$ cat src/rtl/mux_scan_pkg.sv
// Shared definitions for the mux scan controller: state encoding and channel geometry.
package mux_scan_pkg;

  localparam int def_width  = 4;
  localparam int def_swidth = 4;
  localparam int nch        = 2 ** def_swidth;

  typedef enum logic [1:0] {
    IDLE = 2'd0,
    SCAN = 2'd1,
    HOLD = 2'd2,
    DONE = 2'd3
  } state_e;

endpackage

$ cat src/rtl/mux_scan_ctrl.sv
// Scan controller: walks the enabled mux channels, captures each word and hands it
// downstream over valid/ready, tagged with its channel number.
module mux_scan_ctrl import mux_scan_pkg::*; #(
  parameter int width  = def_width,
  parameter int swidth = def_swidth
) (
  input  logic                 clk,
  input  logic                 rst_n,
  input  logic                 start,
  input  logic                 stop,
  input  logic                 cont,
  input  logic [2**swidth-1:0] mask,
  output logic [swidth-1:0]    sel,
  input  logic [width-1:0]     mux_o,
  output logic [width-1:0]     o_data,
  output logic [swidth-1:0]    o_ch,
  output logic                 o_valid,
  input  logic                 o_ready,
  output logic                 busy,
  output logic                 done
);

  state_e               state;
  logic [swidth-1:0]    ptr;
  logic [2**swidth-1:0] mask_q;
  logic                 cont_q;
  logic                 pass_end;

  // The last channel of a single pass ends the scan instead of wrapping.
  assign pass_end = (&ptr) && !cont_q;

  assign sel  = ptr;
  assign busy = (state != IDLE);
  assign done = (state == DONE);

  // NOTE: every register here, including the sampled mask/cont, takes its reset
  // value and is updated with <= so all of them see the same pre-edge values.
  always_ff @(posedge clk or negedge rst_n) begin
    if (!rst_n) begin
      state   <= IDLE;
      ptr     <= '0;
      mask_q  <= '0;
      cont_q  <= 1'b0;
      o_data  <= '0;
      o_ch    <= '0;
      o_valid <= 1'b0;
    end else begin
      case (state)
        IDLE: begin
          if (start && !stop) begin
            state  <= SCAN;
            ptr    <= '0;
            mask_q <= mask;
            cont_q <= cont;
          end
        end

        SCAN: begin
          if (stop) begin
            state   <= IDLE;
            ptr     <= '0;
            o_valid <= 1'b0;
          end else if (mask_q[ptr]) begin
            o_data  <= mux_o;
            o_ch    <= ptr;
            o_valid <= 1'b1;
            state   <= HOLD;
          end else if (pass_end) begin
            state <= DONE;
            ptr   <= '0;
          end else begin
            ptr <= ptr + swidth'(1);
          end
        end

        HOLD: begin
          // stop wins over a simultaneous handshake; the pending word is dropped.
          if (stop) begin
            state   <= IDLE;
            ptr     <= '0;
            o_valid <= 1'b0;
          end else if (o_ready) begin
            o_valid <= 1'b0;
            if (pass_end) begin
              state <= DONE;
              ptr   <= '0;
            end else begin
              state <= SCAN;
              ptr   <= ptr + swidth'(1);
            end
          end
        end

        DONE: begin
          state <= IDLE;
          ptr   <= '0;
        end

        default: begin
          state <= IDLE;
          ptr   <= '0;
        end
      endcase
    end
  end

endmodule

$ cat config.mk
export PLATFORM = sky130hd
export DESIGN_NAME = mux_scan_ctrl
export DESIGN_NICKNAME = d
export VERILOG_FILES = /design/src/rtl/mux_scan_pkg.sv /design/src/rtl/mux_scan_ctrl.sv
export SDC_FILE = /design/constraint.sdc
export NUM_CORES = 1
export LEC_CHECK = 0
export ABC_AREA = 1
export CAP_MARGIN = 20
export CORE_MARGIN = 8
export CORE_UTILIZATION = 35
export DETAILED_ROUTE_END_ITERATION = 12
export PLACE_DENSITY = 0.7
export SLEW_MARGIN = 5
export SYNTH_ARGS = -nofsm -noshare
export SYNTH_HDL_FRONTEND = slang
export SYNTH_SLANG_ARGS = --single-unit
$ cat constraint.sdc
create_clock -name clk -period 2.1 [get_ports clk]
set_input_delay 0.42 -clock clk [delete_from_list [all_inputs] [get_ports clk]]
set_output_delay 0.42 -clock clk [all_outputs]
set_load 0.02 [all_outputs]
==> results by group <==
Pwr
  • Leakage: about 1 nW
  • PwrDens: 1290 nW/µm²
  • Tot Pwr: roughly 2.8 mW
  • Peak supply drop: approximately 0.37 mV

STA
  • Hold Fails Final Rpt: 0
  • Normalized max-slew margin: between 70% and 80%
  • Worst setup margin: around 0.19 ns
  • Period utilization: about nine tenths
  • Max Fclk: around 520 MHz
  • RSZ-0062 raised after global routing: no
  • Final Skew: roughly 0.0017 ns
  • Final min period: 1.91 ns
  • Max-slew violation count: 0
  • Setup TNS: 0 ns
  • Least-Margin Pin Slew: 0.415 ns
  • Minimum hold slack: 0.475 ns
  • Final setup fails: 0

Global routing
  • Vias in the first global route: 1376
  • M1 GR Usage: 12.0%
  • GRT met2 Usage: between 10% and 20%
  • Most Used Layer, Global Route: met2
  • Antenna violations before repair: 0
  • GRT Util Overall: around 11%
  • Met3 usage: approximately 5.3%
  • Largest net degree at the start of global routing: 33
  • Gr ovfl total: 0
  • First-pass GRT wire length: about 6300 µm

Floorplan
  • Chip Width: 84.6 µm
  • Starting Density: between 30% and 40%
  • Core area: ~4600 µm²
  • Die H: ~85 µm
  • Ports: 41
  • Die area: roughly 7200 µm²
  • Rows: 25

Critical path
  • Arrival time worst endpoint: between 1 and 1.5 ns
  • Critical Path Max Stage Delay: between 0.6 and 0.7 ns
  • Top delay family on crit path: buffers and inverters
  • Buf/Inv on CP: 1
  • Reg-to-reg slack, setup: approximately 0.40 ns
  • CP Cell Sequence: clkdlybuf4s50_1
  • Worst path required time: 1.68 ns
  • CP startpoint kind: register
  • CP endpoint kind: output port
  • Crit Path Category: reg -> out
  • Max stage delay cell, worst path: clkdlybuf4s50_1
  • Crit-path max FO: 15

Routing
  • Antenna-violating nets left: 0
  • First-iteration detailed-routing DRC count: 67
  • Final wirelength: 3590 µm
  • Post-route DRC: 0
  • DR WL/cell: between 10 and 15 µm
  • Via Count: between 1000 and 1500
  • Via/cell ratio: ~4.7
  • Pre-antenna DRT Iters: 4

Yosys
  • Combinational family with the most area after synthesis: simple AND/OR/NAND/NOR gates
  • Syn_nets: 219
  • Synth Area in XOR/XNOR: 0%
  • Area leader, netlist: dfrtp_1
  • Synth Area in Adders: under 10%
  • Yosys warns: 0
  • #FFs+latches synth: 32
  • Sequential area share after synthesis: between 40% and 50%
  • Compound-gate portion of the synthesized area: 7.98%
  • Top cell type's share of synthesized area: 48.7%
  • Top post-synthesis cells by area: dfrtp_1 49%, nand2_1 11%, mux2_2 6.8%
  • Unique masters post-synth: 24
  • Fraction of the mapped netlist area in simple logic gates: about a quarter
  • Synthesized area per cell: between 8 and 9 µm²
  • Post-synthesis mux area share: between 6 and 7%
  • Cell Area, Synth: 1650 µm²
  • Cells after Synth: ~190

CTS
  • Hold_buf cts: 0
  • Clk slew on worst S/H paths: ~0.06 ns
  • Num Clock Sinks: 32
  • Clk Latency, worst-skew pair: around 0.28 ns
  • CTS Buffer Depth: 2
  • Clock root buffer: clkbuf_8
  • Cts bufs inserted: 5
  • TritonCTS clock tree: yes
  • H-tree lvl count: 2

Job
  • Max-cap violations: 0

Final layout
  • FILL cells: 454
  • Antenna Cells: 0
  • Area of the multi-input gates: 734 µm²
  • Reg area: about 800 µm²
  • Layout cells sized above 1: 17.2%
  • Area Growth Syn to Fin: 33.5%
  • Commonest non-fill, non-tap cells in the layout: 50 x nand2_1, 39 x clkdlybuf4s50_1, 31 x dfrtp_1, 18 x inv_1, 16 x nand3_1
  • Most common cell after layout, fill and taps aside: nand2_1
  • Nets: 264
  • Finished Core Util: ~47%

Worst hold path
  • Hold crit path type: reg -> reg

Outcome
  • Outcome: finished clean

Placement
  • DP Wirelength: about 2800 µm
  • Number of buffers added on ports: 40
  • Gpl congestion: 0.849
  • Pre-CTS WS: 0.242 ns
## Yosys cell counts, drive strengths merged
cell type  count
clkbuf         1
clkinv         1
ha             5
o21ai         11
nand3         17
dfrtp         32
a21oi         10
nand2         58
nor2          17
inv           20
mux2          10
nand4          1
nor3           1
o211ai         1
buf            3
## per-stage QoR
stage	std cells	instance area, µm²
finish	287	2200
global route	287	2200
CTS	287	2190
detailed placement	280	2100
global placement	280	2100
floorplan	188	1650
## kinds of logic after synthesis
group,after synthesis
buffers and inverters,25
adders and majority gates,5
DFF,32
and+or+nand+nor,94
muxes,10
AOI/OAI and AO/OA,22
## flip-flops by register name, indices dropped and copies added, names as in the netlist
name / flops
mask_q: 16
sel: 4
state: 2
o_data: 4
o_ch: 4
cont_q: 1
o_valid: 1
## cell type report
| class | instances | share of cell area, % |
|---|---|---|
| clock buffers | 7 | 4.38 |
| multi-input cells | 131 | 33.4 |
| well taps | 54 | 3.08 |
| inverters | 21 | 3.59 |
| repair buffers | 42 | 19.0 |
| flip-flops and latches | 32 | 36.5 |
## worst register-to-register path, cell delays in order, from the launching register on
cell and delay, ns:
dfrtp_2 0.51, inv_2 0.18, nand2_1 0.08, nand3_1 0.08
nand2_1 0.06, nor2_2 0.12, nand2_2 0.09, nand2_4 0.10
nand2_4 0.13, nand2_4 0.13, nand2_1 0.05, o21ai_1 0.08
## where the power goes
group          total (mW)  leakage, nW  switching, mW  internal (mW)
Combinational        1.28        0.581          0.721          0.560
Clock               0.500       0.0503          0.209          0.291
Sequential           1.05        0.390          0.172          0.879
## routing by layer
layer / vias to the layer above / wire length (µm)
met4: 0 / 79
met1: 622 / 1560
met3: 7 / 279
li1: 687 / -
met5: - / 0
met2: 38 / 1670
## final timing paths
kind / startpoint / endpoint / depth (start not counted)
max in group asynchronous: rst_n / sel[0] / 2
hold reg to reg: o_valid / o_valid / 2
setup / recovery: sel[0] / sel[0] / 1
min in group asynchronous: rst_n / mask_q[11] / 2
setup reg to reg: sel[0] / sel[2] / 11
hold / removal: o_valid / o_valid / 2
## repair_timing
action | 4_1_cts | 5_1_grt
buffers inserted | 0 | 0
endpoints found under the setup margin | 0 | 2
resized for setup | 0 | 2
Note: power is estimated with default switching activity, not from simulation.
